==> src/rtl/prod_accumulator_pkg.sv <==
// Shared definitions for the product accumulator: FSM state encoding and
// default datapath widths matching the 4x4 array multiplier output.
package prod_accumulator_pkg;

   localparam int DEF_PW = 8;
   localparam int DEF_AW = 10;

   typedef enum logic [1:0] {
      ST_IDLE = 2'd0,
      ST_ACC  = 2'd1,
      ST_DONE = 2'd2
   } state_e;

endpackage

==> src/rtl/acc_adder.sv <==
// Parameterised ripple-carry adder used by the accumulator datapath;
// exposes the carry out so the caller can track wrap-around.
module acc_adder #(
   parameter int AW = 10
) (
   input  logic [AW-1:0] a_i,
   input  logic [AW-1:0] b_i,
   input  logic          cin_i,
   output logic [AW-1:0] sum_o,
   output logic          cout_o
);

   logic [AW:0] carry;

   assign carry[0] = cin_i;

   for (genvar i = 0; i < AW; i++) begin : g_fa
      assign sum_o[i]     = a_i[i] ^ b_i[i] ^ carry[i];
      assign carry[i + 1] = (a_i[i] & b_i[i]) | (carry[i] & (a_i[i] ^ b_i[i]));
   end

   assign cout_o = carry[AW];

endmodule

==> src/rtl/prod_accumulator.sv <==
// Sums N_TERMS unsigned multiplier products into a wrapping AW-bit total
// and hands the result downstream; overflow records any carry in the run.
module prod_accumulator
   import prod_accumulator_pkg::*;
#(
   parameter int PW      = DEF_PW,
   parameter int AW      = DEF_AW,
   parameter int N_TERMS = 4
) (
   input  logic                           clk,
   input  logic                           rst_n,
   input  logic                           start,
   input  logic [PW-1:0]                  product,
   input  logic                           in_valid,
   output logic                           in_ready,
   output logic [AW-1:0]                  sum,
   output logic                           sum_valid,
   input  logic                           sum_ready,
   output logic                           overflow,
   output logic                           busy,
   output logic [$clog2(N_TERMS+1)-1:0]   count,
   output logic [1:0]                     dbg_state
);

   localparam int CW = $clog2(N_TERMS + 1);

   // Handshakes: a product moves on a cycle with in_valid & in_ready, the
   // result moves on a cycle with sum_valid & sum_ready; valid never drops
   // before its transfer, and ready depends on state only.

   state_e          state_q, state_d;
   logic [AW-1:0]   sum_q,   sum_d;
   logic [CW-1:0]   count_q, count_d;
   logic            ovf_q,   ovf_d;

   logic [AW-1:0]   prod_ext;
   logic [AW-1:0]   add_sum;
   logic            add_carry;

   assign prod_ext = AW'(product);

   acc_adder #(.AW(AW)) u_acc_adder (
      .a_i    (sum_q),
      .b_i    (prod_ext),
      .cin_i  (1'b0),
      .sum_o  (add_sum),
      .cout_o (add_carry)
   );

   always_ff @(posedge clk or negedge rst_n) begin
      if (!rst_n) begin
         state_q <= ST_IDLE;
         sum_q   <= '0;
         count_q <= '0;
         ovf_q   <= 1'b0;
      end else begin
         state_q <= state_d;
         sum_q   <= sum_d;
         count_q <= count_d;
         ovf_q   <= ovf_d;
      end
   end

   always_comb begin
      state_d = state_q;
      sum_d   = sum_q;
      count_d = count_q;
      ovf_d   = ovf_q;
      case (state_q)
         ST_IDLE: begin
            if (start) begin
               state_d = ST_ACC;
               sum_d   = '0;
               count_d = '0;
               ovf_d   = 1'b0;
            end
         end
         ST_ACC: begin
            if (in_valid) begin
               sum_d   = add_sum;
               ovf_d   = ovf_q | add_carry;
               count_d = count_q + CW'(1);
               if (count_q == CW'(N_TERMS - 1)) begin
                  state_d = ST_DONE;
               end
            end
         end
         ST_DONE: begin
            // start is ignored here, even when it coincides with sum_ready.
            if (sum_ready) begin
               state_d = ST_IDLE;
            end
         end
         default: begin
            state_d = ST_IDLE;
         end
      endcase
   end

   assign in_ready  = (state_q == ST_ACC);
   assign sum_valid = (state_q == ST_DONE);
   assign busy      = (state_q != ST_IDLE);
   assign sum       = sum_q;
   assign count     = count_q;
   assign overflow  = ovf_q;
   assign dbg_state = state_q;

endmodule

==> config.mk <==
export PLATFORM = sky130hd
export DESIGN_NAME = prod_accumulator
export DESIGN_NICKNAME = d
export VERILOG_FILES = /design/src/rtl/prod_accumulator_pkg.sv /design/src/rtl/acc_adder.sv /design/src/rtl/prod_accumulator.sv
export SDC_FILE = /design/constraint.sdc
export NUM_CORES = 1
export LEC_CHECK = 0
export ABC_AREA = 1
export BUFFER_PORTS_ARGS = -buffer_cell sky130_fd_sc_hd__buf_2
export CAP_MARGIN = 5
export CORE_MARGIN = 2
export CORE_UTILIZATION = 30
export CTS_CLUSTER_DIAMETER = 30
export DETAILED_ROUTE_END_ITERATION = 16
export HOLD_SLACK_MARGIN = 0.1
export PLACE_DENSITY = 0.59
export RECOVER_POWER = 50
export SLEW_MARGIN = 0
export SYNTH_ARGS = -nofsm -noshare
export SYNTH_HDL_FRONTEND = slang
export SYNTH_SLANG_ARGS = --single-unit
==> constraint.sdc <==
create_clock -name clk -period 3.8 [get_ports clk]
set_clock_uncertainty 0.1 [all_clocks]
set_input_delay 0.38 -clock clk [delete_from_list [all_inputs] [get_ports clk]]
set_output_delay 0.38 -clock clk [all_outputs]
set_load 0.005 [all_outputs]
* After elaboration in Yosys (flattened, before gate mapping)
Cells that the tools add are included. W data, S select, Z words.
Storage, ports and cells: flip-flop bits (word level) 16, bits of input ports 13
Operators by class: add/subtract/negate cells 1, equality and inequality tests 7, mux-type cells 14, bitwise operators 42, reductions and logical operators 5
Operators by type and width (number):
- $mux W10 | 2
- $pmux W10 S2 | 1
- $and A1 B1 Y1 | 17
- $xor A1 B1 Y1 | 17
- $mux W2 | 4
- $or A1 B1 Y1 | 8
- $mux W3 | 2
- $pmux W2 S3 | 1
- $pmux W3 S2 | 1
- $ne A2 B1 Y1 const B | 2
- $ne A2 B2 Y1 const B | 2
- $reduce_and A4 Y1 | 1
- $reduce_bool A2 Y1 | 2
- $add A3 B1 Y3 const B | 1
- $eq A3 B2 Y1 const B | 1
- $reduce_and A3 Y1 | 1
- $eq A2 B1 Y1 const B | 1
- $eq A2 B2 Y1 const B | 1
- $logic_not A2 Y1 | 1
- $mux W1 | 2
- $pmux W1 S2 | 1

* Depth between registers and ports, before layout
Gate-level depths: netlist of the first run.
depth in word-level cells 20, gate-level depth with buffers 16, mapped depth without buffers 16

* By module
Synthesis of the first run repeated with hierarchy kept, for this count alone.
Unflattened totals: cells, all modules 109, area total of the unflattened synthesis 991.0 µm²
By module, submodules not included:
- prod_accumulator | times used 1, cells an instance 89, area each 753.2 µm²
- acc_adder | times used 1, cells an instance 20, area each 237.7 µm²

* Least setup slack after synthesis of the first run
No wires, ideal clock.
path type input port to flip-flop, start input port product[0], end register sum_q[9] (netlist: sum[9]), arrival time 3494 ps, data required time 3577 ps, path slack 83 ps, stages 16, path buffers 0, cells stage by stage ha_1 -> inv_1 -> fa_1 -> fa_1 -> fa_1 -> fa_1 -> fa_1 -> inv_1 -> fa_1 -> inv_1 -> fa_1 -> inv_1 -> ha_1 -> ha_1 -> nand2_1 -> nand2_1
On the way: cells in the longest elaborated chain, start to end 19
Ends and longest elaborated chain:
- from (decl) | RTL line prod_accumulator.sv:13 | input logic [PW-1:0] product,
- $and A1 B1 Y1 (2 in series) | RTL line acc_adder.sv:19 | assign carry[i + 1] = (a_i[i] & b_i[i]) | (carry[i] & (a_i[i] ^ b_i[i]));
- $or A1 B1 Y1 | RTL line acc_adder.sv:19
- $and A1 B1 Y1 | RTL line acc_adder.sv:19
- $or A1 B1 Y1 | RTL line acc_adder.sv:19
- $and A1 B1 Y1 | RTL line acc_adder.sv:19
- $or A1 B1 Y1 | RTL line acc_adder.sv:19
- $and A1 B1 Y1 | RTL line acc_adder.sv:19
- $or A1 B1 Y1 | RTL line acc_adder.sv:19
- [... 2 more ...]
- $and A1 B1 Y1 | RTL line acc_adder.sv:19
- $or A1 B1 Y1 | RTL line acc_adder.sv:19
- $and A1 B1 Y1 | RTL line acc_adder.sv:19
- $or A1 B1 Y1 | RTL line acc_adder.sv:19
- $and A1 B1 Y1 | RTL line acc_adder.sv:19
- $xor A1 B1 Y1 | RTL line acc_adder.sv:18 | assign sum_o[i] = a_i[i] ^ b_i[i] ^ carry[i];
- $mux W10 | RTL line prod_accumulator.sv:79 | if (in_valid) begin
- $pmux W10 S2 | RTL line prod_accumulator.sv:69 | case (state_q)
- to (signal assigned) | RTL line prod_accumulator.sv:58 | sum_q <= sum_d;
- to (decl) | RTL line prod_accumulator.sv:32 | logic [AW-1:0] sum_q, sum_d;
Every way passes these cells. The select of a mux whose other input is x is not followed. A chain may end at the register's enable or synchronous reset.

* Worst setup path after layout of the first run
start register sum_q[0] (netlist: sum[0]), end register sum_q[9] (netlist: sum[9])
On the way: cells in the longest elaborated chain, start to end 19
Ends and longest elaborated chain (RTL line):
- $and A1 B1 Y1 (2 in series) | acc_adder.sv:19
- $or A1 B1 Y1 | acc_adder.sv:19
- $and A1 B1 Y1 | acc_adder.sv:19
- $or A1 B1 Y1 | acc_adder.sv:19
- $and A1 B1 Y1 | acc_adder.sv:19
- $or A1 B1 Y1 | acc_adder.sv:19
- $and A1 B1 Y1 | acc_adder.sv:19
- $or A1 B1 Y1 | acc_adder.sv:19
- [... 2 more ...]
- $and A1 B1 Y1 | acc_adder.sv:19
- $or A1 B1 Y1 | acc_adder.sv:19
- $and A1 B1 Y1 | acc_adder.sv:19
- $or A1 B1 Y1 | acc_adder.sv:19
- $and A1 B1 Y1 | acc_adder.sv:19
- $xor A1 B1 Y1 | acc_adder.sv:18
- $mux W10 | prod_accumulator.sv:79
- $pmux W10 S2 | prod_accumulator.sv:69
Every way passes these cells. The select of a mux whose other input is x is not followed.

==> results of run 1 <==
cells in the mapped netlist:
cell	count	area share
a21oi_1	1	0.0052
buf_6	1	0.012
dfrtp_1	16	0.41
fa_1	7	0.14
ha_1	5	0.065
inv_1	32	0.12
inv_2	1	0.0039
nand2_1	26	0.10
nand2_2	1	0.0065
nand3_1	1	0.0052
nand3b_1	1	0.0077
nor2_1	3	0.012
nor2_2	1	0.0065
nor2_4	2	0.023
o21ai_0	13	0.067
o21ai_1	1	0.0052
timing repair:
action,in CTS,in global routing
gates resized for setup,3,13
hold buffers,1,0
pin swaps,0,2
setup endpoints to repair,2,2
hold endpoints to repair,16,0
power by group:
group / internal, W / switching [W] / leakage, nW / total (W)
registers: 0.000232 / 0.0000564 / 0.214 / 0.000288
clock network: 0.0000583 / 0.0000596 / 0.0210 / 0.000118
logic: 0.000171 / 0.000234 / 0.466 / 0.000405
total: 0.000461 / 0.000350 / 0.701 / 0.000811
metrics by stage:
step / power [W] / instance area [um2]
6_report: 0.000811 / 1260
5_1_grt: 0.000913 / 1260
4_1_cts: 0.000803 / 1220
3_5_place_dp: 0.000676 / 1170
3_3_place_gp: 0.000655 / 1170
2_1_floorplan: 0.000530 / 970
how the worst min path moves through the flow:
stage,cells after the start,end,start,slack [ns]
3_3_place_gp,1,sum[4],rst_n,0.21
3_5_place_dp,1,sum[5],rst_n,0.22
5_1_grt,4,dbg_state[1],sum_ready,0.26
4_1_cts,4,dbg_state[1],sum_ready,0.24
2_1_floorplan,0,count[0],rst_n,-0.02
6_report,4,dbg_state[1],sum_ready,0.26
logic make-up (layout without fill, tap and decap cells):
family / after synthesis / after routing / share of synthesized area
AO/OA/AOI/OAI: 15 / 15 / 0.0774
AND/OR/NAND/NOR: 35 / 35 / 0.161
buffers and inverters: 34 / 69 / 0.139
adder cells (fa/ha/maj): 12 / 12 / 0.209
flip-flops: 16 / 16 / 0.413
area by class of cell:
type | instances | share of cell area
Timing Repair Buffer | 32 | 0.129
Clock buffer | 4 | 0.0289
Sequential cell | 16 | 0.318
Tap cell | 44 | 0.0438
Multi-Input combinational cell | 62 | 0.381
Inverter | 33 | 0.0985
state kept, by name, summed over array words and instances, names as in the netlist:
register and flops:
count 3, overflow 1, sum 10, dbg_state 2
metal layers:
| metal | vias up | GRT usage | part of all wire |
|---|---|---|---|
| met2 | 23 | 0.207 | 0.49 |
| met3 | 4 | 0.0256 | 0.045 |
| met5 | - | 0 | 0 |
| li1 | 393 | - | - |
| met1 | 388 | 0.156 | 0.44 |
| met4 | 0 | 0.0559 | 0.019 |
worst max-delay path: cells and delay by family (launching register included):
kind                     cells  cell delay [ns]
buffers and inverters        4             0.20
adder cells (fa/ha/maj)     10             2.80
flip-flops                   1             0.38
AND/OR/NAND/NOR              2             0.11
==> flow_metrics.env, run 1 <==
export IMPL_ys_ff_latch=16
export IMPL_reg2reg_depth=16
export IMPL_die_area_um2=3700
export IMPL_syn_area_per_cell_um2=8.66
export IMPL_insertion_delay_ns=0.29
export IMPL_cp_start_kind="flip-flop"
export IMPL_r2r_start="sum[0]"
export IMPL_setup_viol_count_final=0
export IMPL_drive_gt1_frac=0.354
export IMPL_cts_tree="done"
export IMPL_fin_tns_setup_ns=0
export IMPL_cp_slowest_cell="fa_2"
export IMPL_status="complete, no violations"
export IMPL_wl_per_cell_um=10.4
export IMPL_path_clk_slew_ns=0.11
export IMPL_rsz0062_at_grt="yes"
export IMPL_dp_hpwl_mm=1.47
export IMPL_period_share=0.970
export IMPL_grt_use_total=0.125
export IMPL_dpl_worst_slack_ns=-0.202
export IMPL_drc=0
export IMPL_drv_cap=0
export IMPL_antenna_found_initial=0
export IMPL_clock_sinks=16
export IMPL_critPathLaunch="sum[0]"
export IMPL_end_kind="flip-flop"
export IMPL_final_antenna_net_count=0
export IMPL_worst_hold_slack_ns=0.259
export IMPL_vias=808
export IMPL_firstDrtPassIters=4
export IMPL_port_buffer_count=31
export IMPL_postLayoutCoreUtil=0.412
export IMPL_final_common_cell="buf_2"
export IMPL_grt_max_degree=17
export IMPL_fin_ws_ns=0.115
export IMPL_fillers=336
export IMPL_ys_types=16
export IMPL_layout_common_cells="buf_2 (29), inv_1 (28), nand2_1 (26)"
export IMPL_diodes=0
export IMPL_cts_root_buf="clkbuf_4"
export IMPL_r2r_setup_slack_ns=0.11
export IMPL_drv_slew=0
export IMPL_crit_type="flip-flop to flip-flop"
export IMPL_rows=20
export IMPL_fmax_mhz=271
export IMPL_grt_pass1_wl_mm=3.32
export IMPL_multi_input_comb_area_um2=479
export IMPL_die_h_um=60.9
export IMPL_syn_nets=137
export IMPL_path_cells="ha_2 > inv_2 > fa_2 > fa_2 > fa_2 > fa_2 > fa_2 > inv_2 > fa_2 > inv_2 > fa_2 > inv_2 > ha_4 > ha_4 > nand2_1 > nand2_1"
export IMPL_core_area_um2=3050
export IMPL_fp_dieW_um=60.9
export IMPL_cts_path_max_buffers=2
export IMPL_ioPinCount=32
export IMPL_drt_first_iter_violations=37
export IMPL_area_growth_pct=29.7
export IMPL_dp_cells=186
export IMPL_r2r_end="sum[9]"
export IMPL_fin_crit_ns=3.69
export IMPL_cts_made_buffers=3
export IMPL_worstPathRequired_ns=3.88
export IMPL_synth_seq_area_share=0.413
export IMPL_crit_path_max_incr_delay_ns=0.40
export IMPL_register_area_um2=400
export IMPL_post_cts_buffers=0
export IMPL_crit_arrival_ns=3.77
export IMPL_initial_core_util=0.318
export IMPL_power_density_nw_per_um2=645
export IMPL_wirelength_mm=2.00
export IMPL_via_per_inst=4.23
export IMPL_synth_cells=112
export IMPL_crit_fanout=3
export IMPL_syn_area_um2=970
export IMPL_synth_warnings=0
export IMPL_grt_pass1_vias=762
export IMPL_globalplace_congestion=0.718
export IMPL_slew_headroom=0.414
export IMPL_grt_overflow_total=0
export IMPL_power_static_leakage_nw=0.701
export IMPL_worst_pin_slew_ns=0.879
export IMPL_critPathCapture="sum[9]"
export IMPL_h_tree_depth=1
export IMPL_stdcell_count=191
export IMPL_hold_class="primary input to flip-flop"
export IMPL_crit_top_cell="fa_2"
export IMPL_fin_nets=173
export IMPL_hold_viol_final=0
export IMPL_ir_drop_mv=0.215
Note: power is estimated with default switching activity, not from simulation.
==> inputs of run 2 (changes only) <==
--- a/config.mk
+++ b/config.mk
@@ -15,6 +15,7 @@
 export HOLD_SLACK_MARGIN = 0.1
 export PLACE_DENSITY = 0.59
 export RECOVER_POWER = 50
+export SETUP_SLACK_MARGIN = 0.5
 export SLEW_MARGIN = 0
 export SYNTH_ARGS = -nofsm -noshare
 export SYNTH_HDL_FRONTEND = slang
==> flow_metrics.env, run 2 (synthesis gave the netlist of run 1 again) <==
export IMPL_status="complete, no violations"
export IMPL_path_cells="ha_2 > inv_2 > fa_2 > fa_2 > fa_2 > fa_2 > fa_2 > inv_2 > fa_2 > inv_2 > fa_2 > inv_2 > ha_4 > ha_4 > nand2_1 > nand2_1"
export IMPL_internal_power_w=0.000469
export IMPL_drv_slew=0
export IMPL_grt_use_total=0.119
export IMPL_fin_nets=175
export IMPL_grt_max_degree=17
export IMPL_crit_arrival_ns=3.63
export IMPL_drv_cap=0
export IMPL_highest_layer="met4"
export IMPL_drc=0
export IMPL_p_comb_frac=0.508
export IMPL_power_static_leakage_nw=0.711
export IMPL_rows=20
export IMPL_via_per_inst=4.12
export IMPL_rsz0062_at_grt="yes"
export IMPL_initial_core_util=0.318
export IMPL_sequentialPowerShare=0.354
export IMPL_wl_met1_um=884
export IMPL_cp_slowest_cell="dfrtp_1"
export IMPL_wl_per_cell_um=9.76
export IMPL_final_common_cell="buf_2"
export IMPL_clkPwrFrac=0.138
export IMPL_vias=795
export IMPL_setup_viol_count_final=0
export IMPL_ioPinCount=32
export IMPL_port_buffer_count=31
export IMPL_largest_register_ff_count=10
export IMPL_r2r_start="sum[0]"
export IMPL_swShare=0.422
export IMPL_final_antenna_net_count=0
export IMPL_crit_top_cell="fa_2"
export IMPL_cts_path_max_buffers=2
export IMPL_worst_path_buf_inv=4
export IMPL_crit_type="flip-flop to flip-flop"
export IMPL_grt_pass1_vias=764
export IMPL_antenna_found_initial=0
export IMPL_p_sw_w=0.000343
export IMPL_end_kind="flip-flop"
export IMPL_cts_tree="done"
export IMPL_ir_drop_mv=0.191
export IMPL_cts_root_buf="clkbuf_4"
export IMPL_drt_first_iter_violations=42
export IMPL_h_tree_depth=1
export IMPL_fp_dieW_um=60.9
export IMPL_worst_pin_slew_ns=0.885
export IMPL_core_area_um2=3050
export IMPL_power_density_nw_per_um2=638
export IMPL_crit_path_max_incr_delay_ns=0.36
export IMPL_hold_viol_final=0
export IMPL_layout_common_cells="buf_2 (29), inv_1 (28), nand2_1 (26)"
export IMPL_fin_crit_ns=3.55
export IMPL_grt_pass1_wl_mm=3.17
export IMPL_hp_start="sum_ready"
export IMPL_slew_headroom=0.410
export IMPL_worst_hold_slack_ns=0.262
export IMPL_die_area_um2=3700
export IMPL_die_h_um=60.9
export IMPL_hold_class="primary input to flip-flop"
export IMPL_drive_gt1_frac=0.362
export IMPL_cts_made_buffers=3
export IMPL_insertion_delay_ns=0.29
export IMPL_fmax_mhz=282
export IMPL_met3_length_um=104
export IMPL_worstPathRequired_ns=3.88
export IMPL_globalplace_congestion=0.733
export IMPL_area_growth_pct=31.2
export IMPL_diodes=0
export IMPL_dp_hpwl_mm=1.45
export IMPL_critPathTopFamily="adder cells"
export IMPL_critPathLaunch="sum[0]"
export IMPL_wirelength_mm=1.88
export IMPL_period_share=0.934
export IMPL_path_clk_slew_ns=0.09
export IMPL_cp_start_kind="flip-flop"
export IMPL_fin_tns_setup_ns=0
export IMPL_clock_sinks=16
export IMPL_crit_fanout=2
export IMPL_wl_met2_um=837
export IMPL_grt_overflow_total=0
export IMPL_firstDrtPassIters=4
-- run 2: final cells by class --
class	instances	area [um2]
clock buffers	4	36.3
fillers	328	1780
inverters	33	124
multi-input cells	62	479
flip-flops and latches	16	400
well taps	44	55.1
repair buffers	34	178
-- run 2: routing by layer --
layer,track usage,vias up
met2,0.207,28
met1,0.140,360
li1,-,403
met3,0.0128,4
met5,0,-
met4,0.0745,0
-- run 2: stage by stage --
step / std cells / instance area (um2) / setup slack, ns / util / total power [W]
final: 193 / 1270 / 0.251 / 0.417 / 0.000812
after floorplan: 112 / 987 / 0.264 / - / 0.000540
after detailed placement: 186 / 1190 / 0.0610 / 0.389 / 0.000683
after global placement: 186 / 1190 / 0.0937 / 0.389 / 0.000667
after CTS: 192 / 1270 / 0.194 / 0.415 / 0.000821
after global routing: 193 / 1270 / 0.113 / 0.417 / 0.000902
-- run 2: repair_timing --
action,CTS,global route
endpoints found under the hold margin,16,0
hold buffers,1,0
pin swaps,2,2
gates resized for setup,9,0
buffers inserted,1,1
endpoints found under the setup margin,4,4
-- run 2: final timing paths --
path,end,slack (ns),cells past startpoint
hold reg to reg,overflow,0.43,2
setup / recovery,sum[9],0.25,16
max in group asynchronous,count[0],2.44,2
min in group asynchronous,count[2],0.62,2
hold / removal,dbg_state[1],0.26,4
setup reg to reg,sum[9],0.25,16
-- run 2: power groups by stage --
stage	sequential, W	combinational, W	clock, W
after CTS	0.000290	0.000414	0.000117
final	0.000288	0.000412	0.000112
after global placement	0.000288	0.000379	0
after floorplan	0.000288	0.000252	0
after global routing	0.000299	0.000483	0.000120
after detailed placement	0.000291	0.000392	0
-- run 2: worst reg2reg max path: stages, from the launching register on --
cell	delay, ns
dfrtp_1	0.36
ha_2	0.17
inv_2	0.04
fa_2	0.34
fa_2	0.35
fa_2	0.34
fa_2	0.34
fa_2	0.34
inv_2	0.06
fa_2	0.18
inv_2	0.04
fa_2	0.32
inv_2	0.07
ha_4	0.13
ha_4	0.18
nand2_1	0.05
nand2_1	0.04
==> inputs of run 3 (changes only) <==
--- a/config.mk
+++ b/config.mk
@@ -5,15 +5,14 @@
 export SDC_FILE = /design/constraint.sdc
 export NUM_CORES = 1
 export LEC_CHECK = 0
-export ABC_AREA = 1
+export ABC_AREA = 0
 export BUFFER_PORTS_ARGS = -buffer_cell sky130_fd_sc_hd__buf_2
 export CAP_MARGIN = 5
-export CORE_MARGIN = 2
-export CORE_UTILIZATION = 30
+export CORE_UTILIZATION = 25
 export CTS_CLUSTER_DIAMETER = 30
 export DETAILED_ROUTE_END_ITERATION = 16
 export HOLD_SLACK_MARGIN = 0.1
-export PLACE_DENSITY = 0.59
+export PLACE_DENSITY = 0.51
 export RECOVER_POWER = 50
 export SETUP_SLACK_MARGIN = 0.5
 export SLEW_MARGIN = 0
==> flow_metrics.env, run 3 <==
export IMPL_status="complete, no violations"
export IMPL_die_area_um2=4790
export IMPL_placed_area_um2=1330
export IMPL_final_common_cell="buf_2"
export IMPL_crit_fanout=2
export IMPL_path_clk_slew_ns=0.07
export IMPL_firstDrtPassIters=4
export IMPL_cp_slowest_cell="dfrtp_1"
export IMPL_clock_sinks=16
export IMPL_vias=962
export IMPL_power_density_nw_per_um2=715
export IMPL_yosysTopAreaCell="dfrtp_1"
export IMPL_ir_drop_mv=0.152
export IMPL_synthTopCellsByArea="dfrtp_1 (35%), fa_1 (12%), inv_1 (8.0%)"
export IMPL_path_cells="ha_2 > inv_2 > fa_2 > fa_2 > fa_2 > fa_2 > fa_2 > inv_2 > fa_2 > inv_2 > fa_2 > inv_2 > ha_4 > ha_4 > nand2_1 > o221ai_1"
export IMPL_power_static_leakage_nw=0.715
export IMPL_via_per_inst=4.93
export IMPL_grt_max_degree=30
export IMPL_rows=24
export IMPL_syn_nets=135
export IMPL_r2r_end="sum[9]"
export IMPL_drive_gt1_frac=0.420
export IMPL_fillers=448
export IMPL_dp_cells=188
export IMPL_final_area_um2=1430
export IMPL_insertion_delay_ns=0.26
export IMPL_critPathLaunch="sum[0]"
export IMPL_rsz0062_at_grt="yes"
export IMPL_ys_ff_latch=16
export IMPL_grt_overflow_total=0
export IMPL_synth_cells=110
export IMPL_critPathCapture="sum[9]"
export IMPL_drt_first_iter_violations=36
export IMPL_crit_arrival_ns=3.69
export IMPL_drv_slew=0
export IMPL_cp_start_kind="flip-flop"
export IMPL_antenna_found_initial=0
export IMPL_port_buffer_count=31
export IMPL_dpl_worst_slack_ns=-0.0422
export IMPL_netlist_area_leader_share=0.355
export IMPL_end_kind="flip-flop"
export IMPL_hold_class="primary input to flip-flop"
export IMPL_cts_tree="done"
export IMPL_fin_ws_ns=0.130
export IMPL_dp_hpwl_mm=1.95
export IMPL_slew_headroom=0.361
export IMPL_wl_per_cell_um=14.0
export IMPL_worst_hold_slack_ns=0.304
export IMPL_ys_types=23
export IMPL_grt_use_total=0.120
export IMPL_initial_core_util=0.259
export IMPL_crit_top_cell="fa_2"
export IMPL_cts_made_buffers=3
export IMPL_globalplace_congestion=0.743
export IMPL_setup_viol_count_final=0
export IMPL_h_tree_depth=1
export IMPL_fmax_mhz=272
export IMPL_synth_flop_cell="dfrtp_1"
export IMPL_crit_type="flip-flop to flip-flop"
export IMPL_area_growth_pct=26.7
export IMPL_ioPinCount=32
export IMPL_wirelength_mm=2.73
export IMPL_worst_pin_slew_ns=0.959
export IMPL_drc=0
export IMPL_grt_pass1_wl_mm=4.60
export IMPL_final_antenna_net_count=0
export IMPL_reg2reg_depth=16
export IMPL_die_h_um=69.2
export IMPL_fin_crit_ns=3.67
export IMPL_grt_pass1_vias=988
export IMPL_hold_viol_final=0
export IMPL_period_share=0.966
export IMPL_cts_root_buf="clkbuf_8"
export IMPL_core_area_um2=4350
export IMPL_drv_cap=0
export IMPL_syn_area_per_cell_um2=10.3
export IMPL_stdcell_count=195
export IMPL_r2r_start="sum[0]"
export IMPL_synth_edf_count=0
export IMPL_crit_path_max_incr_delay_ns=0.35
export IMPL_worstPathRequired_ns=3.82
export IMPL_fin_nets=169
export IMPL_fp_dieW_um=69.2
export IMPL_r2r_setup_slack_ns=0.13
export IMPL_diodes=0
export IMPL_syn_area_um2=1130
export IMPL_largest_register_ff_count=10
export IMPL_synth_seq_area_share=0.355
export IMPL_synth_top_cells_by_count="inv_1 (24), dfrtp_1 (16), a221o_1 (8)"
export IMPL_layout_common_cells="buf_2 (29), inv_1 (20), dfrtp_1 (16)"
export IMPL_yosysMostFrequentCell="inv_1"
export IMPL_ys_async_sr_fraction=1.00
export IMPL_synth_warnings=0
export IMPL_cts_path_max_buffers=2
## run 3: cell count changes in the layout (fill, tap and decap cells not counted), moves of 2 or more
cell and change:
o221ai_1 +6, nand3b_1 +4, inv_1 -8, clkbuf_4 -3
o21ai_1 -2, o21ai_0 -12, a221o_1 +8, nor2_4 -2
nor2_1 +4, clkbuf_8 +3, and3b_1 +2, nor2b_1 +3
and3b_2 +5, nand2_1 -19
## run 3: how the worst min path moves through the flow
| stage | endpoint | slack, ns | depth (start not counted) | start |
|---|---|---|---|---|
| after floorplan | count[0] | -0.02 | 0 | rst_n |
| after global placement | sum[2] | 0.23 | 1 | rst_n |
| after detailed placement | sum[1] | 0.23 | 1 | rst_n |
| after CTS | dbg_state[1] | 0.31 | 3 | sum_ready |
| after global routing | dbg_state[1] | 0.32 | 3 | sum_ready |
| final | dbg_state[1] | 0.30 | 3 | sum_ready |
## run 3: stage by stage
step,TNS [ns],utilization,total power (W)
after global routing,0,0.328,0.00112
after floorplan,0,-,0.000664
after CTS,0,0.327,0.00103
final,0,0.328,0.00102
after global placement,0,0.305,0.000811
after detailed placement,-0.0454,0.305,0.000840
## run 3: where the power goes
part	switching, W	internal (W)
registers	0.000103	0.000244
logic	0.000240	0.000276
clock network	0.0000670	0.0000921
total	0.000410	0.000612
## run 3: metal layers
metal  GRT usage  share of wire
met2       0.208           0.50
met3      0.0247          0.048
met4      0.0340         0.0095
met1       0.150           0.45
met5           0              0
## run 3: what timing repair did
item	4_1_cts	5_1_grt
pin swaps	3	0
resized for setup	7	0
hold buffers	1	0
hold endpoints to repair	16	0
endpoints found under the setup margin	4	4
setup buffers	1	1
## run 3: layout make-up
class	instances	area, um2	area share
inverter	24	90.1	0.0630
sequential	16	400	0.280
multi-input combinational	64	634	0.444
timing repair buffer	35	185	0.129
tap	52	65.1	0.0455
clock buffer	4	55.1	0.0385
## run 3: critical path: cells and delay by family, from the launching register on
kind | cells | cell delay [ns]
fa+ha+maj | 10 | 2.68
buf+inv | 4 | 0.21
simple gates | 1 | 0.07
compound gates | 1 | 0.11
flops | 1 | 0.35
## run 3: cells by family (layout without fill, tap and decap cells)
family	Yosys count	after routing	synth area share
DFF	16	16	0.355
and+or+nand+nor	34	34	0.192
adders and majority gates	12	12	0.180
AOI/OAI and AO/OA	18	18	0.151
buffers and inverters	30	63	0.123
